<file path="config.mk">
export PLATFORM = sky130hd
export DESIGN_NAME = clock_time_dp
export DESIGN_NICKNAME = d
export VERILOG_FILES = /design/src/rtl/clock_time_dp.sv
export SDC_FILE = /design/constraint.sdc
export NUM_CORES = 1
export LEC_CHECK = 0
export CAP_MARGIN = 25
export CORE_UTILIZATION = 57
export CTS_BUF_LIST = sky130_fd_sc_hd__clkbuf_2
export CTS_CLUSTER_SIZE = 28
export DETAILED_ROUTE_END_ITERATION = 6
export PLACE_DENSITY = 0.85
export RECOVER_POWER = 25
export SETUP_SLACK_MARGIN = 0.1
export SYNTH_ARGS = -nofsm -noshare
export SYNTH_HDL_FRONTEND = slang
export SYNTH_SLANG_ARGS = --single-unit
</file>
<file path="constraint.sdc">
create_clock -name clk -period 3.35 [get_ports clk]
set_clock_uncertainty 0.15 [all_clocks]
set_input_delay 1.005 -clock clk [delete_from_list [all_inputs] [get_ports clk]]
set_output_delay 1.005 -clock clk [all_outputs]
set_load 0.005 [all_outputs]
</file>
<file path="src/rtl/clock_time_dp.sv">
// Clock-mode time-of-day datapath.
// A free-running divider produces a 100 Hz tick that drives a
// centisecond -> second -> minute -> hour cascade. One-cycle adjust pulses from
// the control unit bump the sec/min/hour fields by one without carrying.
// All outputs come straight from registers.
module clock_time_dp #(
    parameter int F_COUNT   = 100_000_000,  // clk cycles per second, multiple of 100
    parameter int HOUR_INIT = 12            // hour loaded on reset, 0..23
) (
    input  logic       clk,
    input  logic       rst,         // asynchronous, active low
    input  logic       i_en,
    input  logic       i_btn_sec,
    input  logic       i_btn_min,
    input  logic       i_btn_hour,
    output logic [6:0] o_msec,
    output logic [5:0] o_sec,
    output logic [5:0] o_min,
    output logic [4:0] o_hour
);

    localparam int               DIV_N    = F_COUNT / 100;
    localparam int               DIV_W    = (DIV_N > 1) ? $clog2(DIV_N) : 1;
    localparam logic [DIV_W-1:0] DIV_LAST = DIV_W'(DIV_N - 1);

    localparam logic [6:0] MSEC_LAST = 7'd99;
    localparam logic [5:0] SEC_LAST  = 6'd59;
    localparam logic [5:0] MIN_LAST  = 6'd59;
    localparam logic [4:0] HOUR_LAST = 5'd23;

    logic [DIV_W-1:0] r_div;
    logic [6:0]       r_msec;
    logic [5:0]       r_sec;
    logic [5:0]       r_min;
    logic [4:0]       r_hour;

    logic [DIV_W-1:0] w_div_nxt;
    logic [6:0]       w_msec_nxt;
    logic [5:0]       w_sec_nxt;
    logic [5:0]       w_min_nxt;
    logic [4:0]       w_hour_nxt;

    logic w_tick;
    logic w_carry_sec;
    logic w_carry_min;
    logic w_carry_hour;
    logic w_inc_sec;
    logic w_inc_min;
    logic w_inc_hour;

    // The tick only exists while running; a frozen divider never fires.
    assign w_tick = i_en & (r_div == DIV_LAST);

    // Ripple carries are purely combinational so a full-day rollover lands on
    // one edge. An adjusted field swallows the carry that would leave it.
    assign w_carry_sec  = w_tick & (r_msec == MSEC_LAST);
    assign w_carry_min  = w_carry_sec & ~i_btn_sec & (r_sec == SEC_LAST);
    assign w_carry_hour = w_carry_min & ~i_btn_min & (r_min == MIN_LAST);

    // Adjust and incoming carry both mean "+1 once", so they simply OR.
    assign w_inc_sec  = i_btn_sec  | w_carry_sec;
    assign w_inc_min  = i_btn_min  | w_carry_min;
    assign w_inc_hour = i_btn_hour | w_carry_hour;

    // Next-state values for the divider and every time field.
    always_comb begin
        // NOTE: every output of this block gets a default first, so no path
        // leaves a value unassigned and no latch can be inferred.
        w_div_nxt  = r_div;
        w_msec_nxt = r_msec;
        w_sec_nxt  = r_sec;
        w_min_nxt  = r_min;
        w_hour_nxt = r_hour;

        if (i_en) begin
            w_div_nxt = (r_div == DIV_LAST) ? '0 : r_div + DIV_W'(1);
        end
        if (w_tick) begin
            w_msec_nxt = (r_msec == MSEC_LAST) ? 7'd0 : r_msec + 7'd1;
        end
        if (w_inc_sec) begin
            w_sec_nxt = (r_sec == SEC_LAST) ? 6'd0 : r_sec + 6'd1;
        end
        if (w_inc_min) begin
            w_min_nxt = (r_min == MIN_LAST) ? 6'd0 : r_min + 6'd1;
        end
        if (w_inc_hour) begin
            w_hour_nxt = (r_hour == HOUR_LAST) ? 5'd0 : r_hour + 5'd1;
        end
    end

    // State register; reset forces the known time of day immediately.
    always_ff @(posedge clk or negedge rst) begin
        if (!rst) begin
            r_div  <= '0;
            r_msec <= 7'd0;
            r_sec  <= 6'd0;
            r_min  <= 6'd0;
            r_hour <= 5'(HOUR_INIT);
        end else begin
            // NOTE: non-blocking assignments make every register sample the
            // pre-edge values, which is what the carry chain above assumes.
            r_div  <= w_div_nxt;
            r_msec <= w_msec_nxt;
            r_sec  <= w_sec_nxt;
            r_min  <= w_min_nxt;
            r_hour <= w_hour_nxt;
        end
    end

    assign o_msec = r_msec;
    assign o_sec  = r_sec;
    assign o_min  = r_min;
    assign o_hour = r_hour;

endmodule

</file>
==> results.cfg <==
[yosys]
synth.distinct_cells = 44
synth-edff-count = 0
yosysWarnings = 0
synthFlopType = dfrtp_1
ys_seq_area_share_pct = 49.4
synth_top_area_cell = dfrtp_1
synth_nets = 226
synth-seq-cells = 44
synth_top_area_share_pct = 47.1
synth_area_leaders = dfrtp_1 47%, nor2_1 5.2%, mux2_2 5.0%
netlist_area_sq_um = 2230
synthArstFlopShare_pct = 100
synth_cells = 215
avgSynthCellArea_sq_um = 10.4

[worst_setup_path]
crit_type = flip-flop to output port
slowest_stage = dfstp_2
crit_path_end_kind = output port
cp_top_family = flip-flops
path_buf_inv = 1
startpoint = o_hour[2]
max_stage_delay_ns = 0.62
path_cells = clkdlybuf4s50_1
arrival_ns = 1.51
crit_fanout = 5
worstPathRequired_ns = 2.19
reg2reg_from = r_div[11]
cp-start-kind = flip-flop

[timing]
maxSlewHeadroom_pct = 62.2
setup_ws_ns = 0.684
tns_ns = 0
min_period_ns = 2.67
fmax_mhz = 375
final-hold-violation-count = 0
fin_crit_sh_pct = 79.6
setup_viol = 0
tightestPinTransition_ns = 0.560
rsz0062_at_grt = false
slew_violations = 0

[clock_network]
clk_pin_slew_ns = 0.20
cts_resized = 0
cts_hold_buf = 0
cts_buffer_depth = 2
cts_num_sinks = 44
cts.htree.levels = 2
postCtsSetupBuffers = 0
root_buffer = clkbuf_2
clock_latency_ns = 0.40
cts_tree = yes
cts_inserted_buffers = 5

[pwr]
power_uw = 1560
power_leakage_uw = 0.00116
p_per_area_nw_per_um2 = 585
ir_drop_uv = 242

[grt]
overflow = 0
grt_first_pass_wirelength_um = 7050
grt_pass1_vias = 1584
gr-usage-all-layers_pct = 22.1
grt_max_degree = 45
antenna_found_initial = 0

[cells_and_area]
nets = 266
layout-drive-gt1-share_pct = 11.3
insertedDiodeCount = 0
area_growth_syn_to_layout_pct = 19.2

[floorplan]
fp.dieH_um = 64.6
core_sq_um = 3720
die_w_um = 64.6
row_count = 22
dieArea_sq_um = 4170
start_util_pct = 60.1
ioPinCount = 30

[placement]
gp_routability_congestion = 0.819
pre_cts_ws_ns = 0.257
post-dp-hpwl_um = 3120
io_buffers = 29

[run]
maxCapViolCount = 0

[drt]
drc = 0
wire_per_inst_um = 13.8
vias_per_cell = 5.75
drt_wl_total_um = 4200
drt-initial-drc-count = 146
first_pass_iters = 4
postRouteAntennaNets = 0
vias = 1748

[hold_path]
min_path_type = input port to asynchronous set/reset pin

[status]
outcome = finished, final reports clean
## per-layer routing
| layer | track usage (%) | part of all wire (%) | routed length, um | vias to the layer above |
|---|---|---|---|---|
| met2 | 35.4 | 49 | 2080 | 47 |
| met3 | 5.63 | 4.6 | 195 | 2 |
| li1 | - | - | - | 853 |
| met4 | 7.50 | 0.72 | 30 | 0 |
| met5 | 0 | 0 | 0 | - |
| met1 | 29.2 | 45 | 1890 | 846 |
## report_power, final
part,internal [uW],leakage [uW],total [uW],switching [uW]
Clock,55.9,0.0000306,215,159
Sequential,668,0.000566,834,166
Combinational,329,0.000561,508,179
Total,1050,0.00116,1560,505
## Yosys cell counts (3+ instances only)
cell type	count
or4_1	3
inv_1	5
nand3_1	9
nand4_1	6
o31ai_1	4
nand2b_1	3
mux2_2	10
dfrtp_1	42
ha_1	5
nand2_1	15
o21ai_0	10
xor2_1	10
nor2_1	31
or3_1	4
nor3_1	5
o2bb2ai_1	3
xnor2_1	10
and3_1	6
## state kept, by name, indices dropped and copies added, names as in the netlist
name / flops
o_sec: 6
o_hour: 5
o_min: 6
r_div: 20
o_msec: 7
## kinds of logic after synthesis
| group | count (synthesis) | synth area share [%] |
|---|---|---|
| muxes | 13 | 6.50 |
| buffers and inverters | 6 | 1.01 |
| AOI/OAI and AO/OA | 30 | 8.97 |
| DFF | 44 | 49.4 |
| and+or+nand+nor | 97 | 23.4 |
| xor gates and xnor gates | 20 | 7.85 |
| adders and majority gates | 5 | 2.80 |
## layout make-up
type	count	area (sq um)
Clock buffer	7	35.0
Clock inverter	1	3.75
Fill cell	299	1050
Inverter	5	18.8
Multi-Input combinational cell	165	1110
Sequential cell	44	1100
Tap cell	48	60.1
Timing Repair Buffer	34	334
## metrics by stage
stage	utilization [%]	hold WS (ns)	cell area (sq um)	cells
after floorplan	-	0.306	2230	215
after global placement	70.1	0.322	2600	295
after detailed placement	70.1	0.338	2600	295
after CTS	71.1	0.361	2640	303
after global routing	71.6	0.178	2660	304
final	71.6	0.230	2660	304
## cells in the final DEF (no fill, tap or decap), types with 4 or more instances in the layout
master           instances
and3_1                   6
buf_4                    4
clkbuf_2                 7
clkdlybuf4s50_1         28
dfrtp_1                 42
ha_1                     5
inv_1                    5
mux2_2                  10
nand2_1                 15
nand3_1                  9
nand4_1                  6
nor2_1                  31
nor3_1                   5
o21ai_0                 10
o31ai_1                  4
or3_1                    4
xnor2_1                 10
xor2_1                  10
## final timing paths
kind                            slack [ns]  cells after the start   endpoint
min in group clk                      0.35                      1   r_div[8]
worst min register to register        0.35                      1   r_div[8]
worst max register to register        0.71                      5  o_hour[4]
max in group asynchronous             2.30                      2  o_hour[2]
worst max-delay path                  0.68                      1  o_hour[2]
worst min-delay path                  0.23                      1  o_hour[4]
(Power assumes the default switching activity.)
